--- src/rtl/spi_adc_slave_if.sv ---
// Bus bundle between an SPI master and the emulated 8-channel ADC.
// Carries the SPI pins, the parallel channel samples and the status/decode outputs.
interface spi_adc_slave_if #(
    parameter int NCH = 8
);
    logic                 sclk;
    logic                 cs;
    logic                 simo;
    logic                 somi;
    logic [16*NCH-1:0]    ch_data;
    logic [11:0]          cfr;
    logic                 cfr_wr;
    logic [15:0]          cmd;
    logic                 cmd_valid;
    logic                 frame_err;
    logic                 busy;
    logic [2:0]           sel;

    modport slave (
        input  sclk, cs, simo, ch_data,
        output somi, cfr, cfr_wr, cmd, cmd_valid, frame_err, busy, sel
    );

    modport master (
        output sclk, cs, simo, ch_data,
        input  somi, cfr, cfr_wr, cmd, cmd_valid, frame_err, busy, sel
    );
endinterface

--- src/rtl/spi_adc_slave.sv ---
// SPI responder emulating an 8-channel ADC: 16-bit CS-framed commands in, previous result out.
// Optional CFR_READBACK_EN: opcode 0xC loads {4'hA, cfr} as the next frame's result.
module spi_adc_slave #(
    parameter int NCH         = 8,
    parameter int SYNC_STAGES = 2
) (
    input  logic            clk_i,
    input  logic            rst_ni,
    spi_adc_slave_if.slave  bus
);
    localparam int S = SYNC_STAGES;

    typedef enum logic [1:0] {ARM, IDLE, SHIFT, DONE} state_e;

    state_e        state_q, state_d;
    logic [S:0]    cs_q, sclk_q, vld_pipe;
    logic [S-1:0]  simo_q;
    logic [15:0]   rx_q, tx_q, result_q, cmd_q;
    logic [4:0]    bit_cnt_q;
    logic [11:0]   cfr_q;
    logic [2:0]    sel_q;
    logic          somi_q, cmd_valid_q, cfr_wr_q, frame_err_q;

    logic          cs_s, simo_s, cs_rise, cs_fall, sclk_rise, sclk_fall;
    logic [3:0]    op;
    logic [15:0]   ch_word;

    // Bit S of each chain is the previous synced sample, used only for edge detection.
    always_ff @(posedge clk_i or negedge rst_ni) begin
        if (!rst_ni) begin
            cs_q     <= '1;
            sclk_q   <= '0;
            simo_q   <= '0;
            vld_pipe <= '0;
        end else begin
            cs_q     <= {cs_q[S-1:0], bus.cs};
            sclk_q   <= {sclk_q[S-1:0], bus.sclk};
            vld_pipe <= {vld_pipe[S-1:0], 1'b1};
            simo_q[0] <= bus.simo;
            for (int i = 1; i < S; i++) simo_q[i] <= simo_q[i-1];
        end
    end

    always_comb begin
        cs_s      = cs_q[S-1];
        simo_s    = simo_q[S-1];
        cs_rise   =  cs_q[S-1] & ~cs_q[S];
        cs_fall   = ~cs_q[S-1] &  cs_q[S];
        sclk_rise =  sclk_q[S-1] & ~sclk_q[S];
        sclk_fall = ~sclk_q[S-1] &  sclk_q[S];
    end

    always_ff @(posedge clk_i or negedge rst_ni) begin
        if (!rst_ni) state_q <= ARM;
        else         state_q <= state_d;
    end

    // ARM waits for the synchronizers to hold real samples so a frame cut by reset is skipped.
    always_comb begin
        state_d = state_q;
        case (state_q)
            ARM:     if (vld_pipe[S] && cs_s) state_d = IDLE;
            IDLE:    if (cs_fall)             state_d = SHIFT;
            SHIFT:   if (cs_rise)             state_d = DONE;
            DONE:                             state_d = IDLE;
            default:                          state_d = ARM;
        endcase
    end

    always_comb begin
        bus.busy      = (state_q == SHIFT);
        bus.somi      = somi_q;
        bus.cfr       = cfr_q;
        bus.cfr_wr    = cfr_wr_q;
        bus.cmd       = cmd_q;
        bus.cmd_valid = cmd_valid_q;
        bus.frame_err = frame_err_q;
        bus.sel       = sel_q;
    end

    always_comb begin
        op      = rx_q[15:12];
        ch_word = '0;
        for (int k = 0; k < NCH; k++)
            if (int'(op) == k) ch_word = bus.ch_data[16*k +: 16];
    end

    always_ff @(posedge clk_i or negedge rst_ni) begin
        if (!rst_ni) begin
            rx_q        <= '0;
            tx_q        <= '0;
            result_q    <= '0;
            cmd_q       <= '0;
            bit_cnt_q   <= '0;
            cfr_q       <= '0;
            sel_q       <= '0;
            somi_q      <= 1'b0;
            cmd_valid_q <= 1'b0;
            cfr_wr_q    <= 1'b0;
            frame_err_q <= 1'b0;
        end else begin
            cmd_valid_q <= 1'b0;
            cfr_wr_q    <= 1'b0;
            frame_err_q <= 1'b0;
            case (state_q)
                IDLE: if (cs_fall) begin
                    tx_q      <= result_q;
                    somi_q    <= result_q[15];
                    bit_cnt_q <= '0;
                end
                // cs edge wins over a coincident sclk edge
                SHIFT: if (cs_rise) begin
                    somi_q <= 1'b0;
                end else begin
                    if (sclk_rise) begin
                        rx_q <= {rx_q[14:0], simo_s};
                        if (bit_cnt_q != 5'd31) bit_cnt_q <= bit_cnt_q + 5'd1;
                    end
                    if (sclk_fall && bit_cnt_q >= 5'd1 && bit_cnt_q <= 5'd15) begin
                        tx_q   <= {tx_q[14:0], 1'b0};
                        somi_q <= tx_q[14];
                    end
                end
                DONE: begin
                    somi_q <= 1'b0;
                    if (bit_cnt_q == 5'd16) begin
                        cmd_q       <= rx_q;
                        cmd_valid_q <= 1'b1;
                        if (int'(op) < NCH) begin
                            result_q <= ch_word;
                            sel_q    <= op[2:0];
                        end else if (op == 4'hA) begin
                            cfr_q    <= rx_q[11:0];
                            cfr_wr_q <= 1'b1;
                        end
`ifdef CFR_READBACK_EN
                        else if (op == 4'hC) begin
                            result_q <= {4'hA, cfr_q};
                        end
`endif
                    end else begin
                        frame_err_q <= 1'b1;
                    end
                end
                default: somi_q <= 1'b0;
            endcase
        end
    end
endmodule

--- src/flat_wrapper.sv ---
// flat-port wrapper written by rule: the top's interface ports become plain ports
module spi_adc_slave_flat 
#(
    parameter int NCH         = 8,
    parameter int SYNC_STAGES = 2
)
  (clk_i, rst_ni, bus_sclk, bus_cs, bus_simo, bus_ch_data, bus_somi, bus_cfr, bus_cfr_wr, bus_cmd, bus_cmd_valid, bus_frame_err, bus_busy, bus_sel);
  spi_adc_slave_if #(.NCH(NCH)) bus_i ();
  input  logic clk_i;
  input  logic rst_ni;
  input wire logic [$bits(bus_i.sclk)-1:0] bus_sclk;
  input wire logic [$bits(bus_i.cs)-1:0] bus_cs;
  input wire logic [$bits(bus_i.simo)-1:0] bus_simo;
  input wire logic [$bits(bus_i.ch_data)-1:0] bus_ch_data;
  output wire logic [$bits(bus_i.somi)-1:0] bus_somi;
  output wire logic [$bits(bus_i.cfr)-1:0] bus_cfr;
  output wire logic [$bits(bus_i.cfr_wr)-1:0] bus_cfr_wr;
  output wire logic [$bits(bus_i.cmd)-1:0] bus_cmd;
  output wire logic [$bits(bus_i.cmd_valid)-1:0] bus_cmd_valid;
  output wire logic [$bits(bus_i.frame_err)-1:0] bus_frame_err;
  output wire logic [$bits(bus_i.busy)-1:0] bus_busy;
  output wire logic [$bits(bus_i.sel)-1:0] bus_sel;
  assign bus_i.sclk = bus_sclk;
  assign bus_i.cs = bus_cs;
  assign bus_i.simo = bus_simo;
  assign bus_i.ch_data = bus_ch_data;
  assign bus_somi = bus_i.somi;
  assign bus_cfr = bus_i.cfr;
  assign bus_cfr_wr = bus_i.cfr_wr;
  assign bus_cmd = bus_i.cmd;
  assign bus_cmd_valid = bus_i.cmd_valid;
  assign bus_frame_err = bus_i.frame_err;
  assign bus_busy = bus_i.busy;
  assign bus_sel = bus_i.sel;
  spi_adc_slave #(.NCH(NCH), .SYNC_STAGES(SYNC_STAGES)) u_core (.clk_i(clk_i), .rst_ni(rst_ni), .bus(bus_i));
endmodule
--- config.mk ---
export PLATFORM = sky130hd
export DESIGN_NAME = spi_adc_slave_flat
export DESIGN_NICKNAME = d
export VERILOG_FILES = /design/src/rtl/spi_adc_slave_if.sv /design/src/rtl/spi_adc_slave.sv /design/src/flat_wrapper.sv
export SDC_FILE = /design/constraint.sdc
export NUM_CORES = 1
export LEC_CHECK = 0
export ABC_CLOCK_PERIOD_IN_PS = 3130
export CORE_ASPECT_RATIO = 0.5
export CORE_MARGIN = 8
export CORE_UTILIZATION = 38
export DETAILED_ROUTE_END_ITERATION = 16
export HOLD_SLACK_MARGIN = 0.15
export PLACE_DENSITY = 0.79
export SLEW_MARGIN = 0
export SYNTH_ARGS = -nofsm -noshare
export SYNTH_HDL_FRONTEND = slang
export SYNTH_SLANG_ARGS = --single-unit
export TNS_END_PERCENT = 5
--- constraint.sdc ---
create_clock -name clk_i -period 3.13 [get_ports clk_i]
set_clock_uncertainty 0.15 [all_clocks]
set_input_delay 0.626 -clock clk_i [delete_from_list [all_inputs] [get_ports clk_i]]
set_output_delay 0.626 -clock clk_i [all_outputs]
set_load 0.03 [all_outputs]
==> results_dict.tcl <==
set metrics [dict create \
    status "finished, final reports clean" \
    syn_to_final_growth_pct 41.8 \
    num_rows 30 \
    synth-simple-area-share_pct 13.4 \
    p_comb_share_pct 27.1 \
    clk_pin_slew_ps 70 \
    start_kind "register" \
    n_antenna_cell 0 \
    viasPerCell 5.10 \
    fin_nets 782 \
    worst_slew_pin_slew_ps 684 \
    min_path_type "input pin to async pin" \
    tns_ps 0 \
    synth.area.top_cells "dfrtp_1 (46%), mux2_1 (8.5%), mux2_2 (5.3%), mux4_2 (5.1%), nand2_1 (4.5%)" \
    finalCritPeriodShare_pct 85.7 \
    initialDrtViolationCount 233 \
    insertion_delay_ps 350 \
    antenna_found_initial 0 \
    cts_setup_buffers 0 \
    p_int_mw 2.41 \
    yosysTopAreaCellShare_pct 46.0 \
    final_cell_mix "clkdlybuf4s50_1 (167), dfrtp_1 (96), nand2_1 (63), mux2_1 (40), a21oi_1 (38)" \
    ys_seq_area_share_pct 47.5 \
    num_io_pins 169 \
    power_frac_clock_pct 31.6 \
    slew_headroom_pct 54.4 \
    track_usage_pct 17.7 \
    ant_nets 0 \
    dp_hpwl_um 12100 \
    dp_cells 821 \
    setup_ws_ps 449 \
    synth_adder_area_share_pct 2.14 \
    rsz0062_at_grt "false" \
    max_freq_mhz 373 \
    required_ps 3210 \
    syn_avg_cell_area_um2 11.1 \
    drcViolationCount 0 \
    via_count 4269 \
    die_area_um2 18100 \
    grt_start_max_net_pins 50 \
    synth-compound-area-share_pct 10.4 \
    cts_tree "done" \
    setup.worst_path.end_class "register" \
    clockBufferDepth 2 \
    synthXorXnorAreaFrac_pct 0.332 \
    final_common_cell "clkdlybuf4s50_1" \
    arrival_ps 2760 \
    drtPass1Iterations 4 \
    period_minus_slack_ps 2680 \
    synth_seq_cells 100 \
    powerDensity_nw_per_um2 465 \
    layout.cells.non_filler 837 \
    dpl_cell_area_um2 7170 \
    die_w_um 183 \
    whs_ps 134 \
    yosys-mux-area-fraction_pct 22.7 \
    switching_power_mw 1.07 \
    yosysWarnings 0 \
    synthArstFlopShare_pct 100 \
    syn_inst 477 \
    synth_edf_count 0 \
    ys_types 54 \
    htreeDepth 3 \
    cts_num_sinks 100 \
    dp_slack_ps 458 \
    grt_overflow 0 \
    place_congestion 0.823 \
    syn-cell-area_um2 5270 \
    critical_path.max_fanout 15 \
    leakagePower_nw 3.08 \
    synth_top_family_by_area "multiplexers" \
    pwr-share-seq_pct 41.3 \
    cts_hold_buf 0 \
    core_area_um2 13600 \
    synth_top_area_cell "dfrtp_1" \
    cts_made_buffers 9 \
    drv_slew 0 \
    cts_resized 0 \
    drive_gt1_share_pct 14.1 \
    syn_nets 619 \
    finalHoldViolCount 0 \
    grt_first_pass_wirelength_um 25300 \
    netSwitchingFraction_pct 30.8 \
    stdcell_area_um2 7480 \
    grt_pass1_vias 4617 \
    maxCapViolCount 0 \
    num-fill-cells 1134 \
    peakVddDrop_mv 0.266 \
    setup_viol 0 \
    routedWlPerCell_um 18.8 \
    io_buffers 168 \
    crit_type "register to register" \
    total_power_mw 3.48 \
    fin_util_pct 55.2 \
    initial_utilization_pct 38.9 \
    drt_wl_total_um 15800 \
    synth-main-ff-cell "dfrtp_1" \
    cts-root-buf "clkbuf_16" \
    die_h_um 99.3 \
]
-- cell usage after synthesis (all sizes together) (4+ instances only) --
library cell  number
o21ai             12
inv               11
mux2i              6
a31oi             10
dfrtp             97
nor2              34
buf               14
mux2              74
a21oi             38
mux4              12
nand2b             4
nand2             63
or2               11
a22oi             13
clkbuf            16
nand4              8
nand3              4
ha                 9
nor2b              8
-- sequential cells by signal, indices dropped and copies added (netlist names) --
signal	count
u_core.result_q	16
u_core.bus.cmd_valid	1
u_core.simo_q	2
u_core.bus.somi	1
u_core.tx_q	15
u_core.vld_pipe	3
u_core.bit_cnt_q	5
u_core.bus.sel	3
u_core.bus.frame_err	1
u_core.cs_q	3
u_core.state_q	2
u_core.sclk_q	3
u_core.bus.cfr_wr	1
u_core.rx_q	16
u_core.bus.cmd	16
u_core.bus.cfr	12
-- logic make-up after synthesis --
group / Yosys count
AOI/OAI and AO/OA: 86
xor gates and xnor gates: 2
adders and majority gates: 9
buffers and inverters: 41
DFF: 100
muxes: 92
other: 1
and+or+nand+nor: 146
-- critical path: stages (launching register included) --
cell       delay (ps)
dfrtp_1           440
ha_1              240
and3_1            210
ha_1              200
a21oi_1           210
a2111oi_4         100
a31oi_4           620
mux2_1            390
-- final cells by class --
type	instances	area [um^2]	area share [%]
Clock buffer	9	225	3.01
Clock inverter	7	78.8	1.05
Inverter	11	41.3	0.552
Tap cell	192	240	3.21
Multi-Input combinational cell	336	2590	34.6
Timing Repair Buffer	182	1800	24.0
Sequential cell	100	2510	33.5
-- routing by layer --
metal | track usage, % | vias to the layer above | wire length, um
met5 | 0 | - | 0
met4 | 5.95 | 0 | 327
met3 | 4.33 | 27 | 674
met2 | 31.3 | 92 | 8240
met1 | 20.9 | 2116 | 6510
li1 | - | 2034 | -
-- power groups by stage --
stage          Clock (mW)  Combinational [mW]  Sequential, mW
6_report             1.10               0.942            1.44
5_1_grt              1.19                1.01            1.45
4_1_cts              1.13               0.946            1.44
3_5_place_dp            0               0.937            1.46
3_3_place_gp            0               0.909            1.45
2_1_floorplan           0               0.590            1.46
-- worst paths after layout --
check	endpoint	from	slack, ps	cells after the start
min in group clk_i	u_core.vld_pipe[2]$_DFF_PN0_	u_core.vld_pipe[1]$_DFF_PN0_	200	0
max reg2reg	u_core.tx_q[3]$_DFFE_PN0P_	u_core.bit_cnt_q[0]$_DFFE_PN0P_	450	7
max in group asynchronous	u_core.cs_q[1]$_DFF_PN1_	rst_ni	1980	2
max	u_core.tx_q[3]$_DFFE_PN0P_	u_core.bit_cnt_q[0]$_DFFE_PN0P_	450	7
min	u_core.result_q[11]$_DFFE_PN0P_	rst_ni	130	1
min reg2reg	u_core.vld_pipe[2]$_DFF_PN0_	u_core.vld_pipe[1]$_DFF_PN0_	200	0
Note: power is estimated with default switching activity, not from simulation.
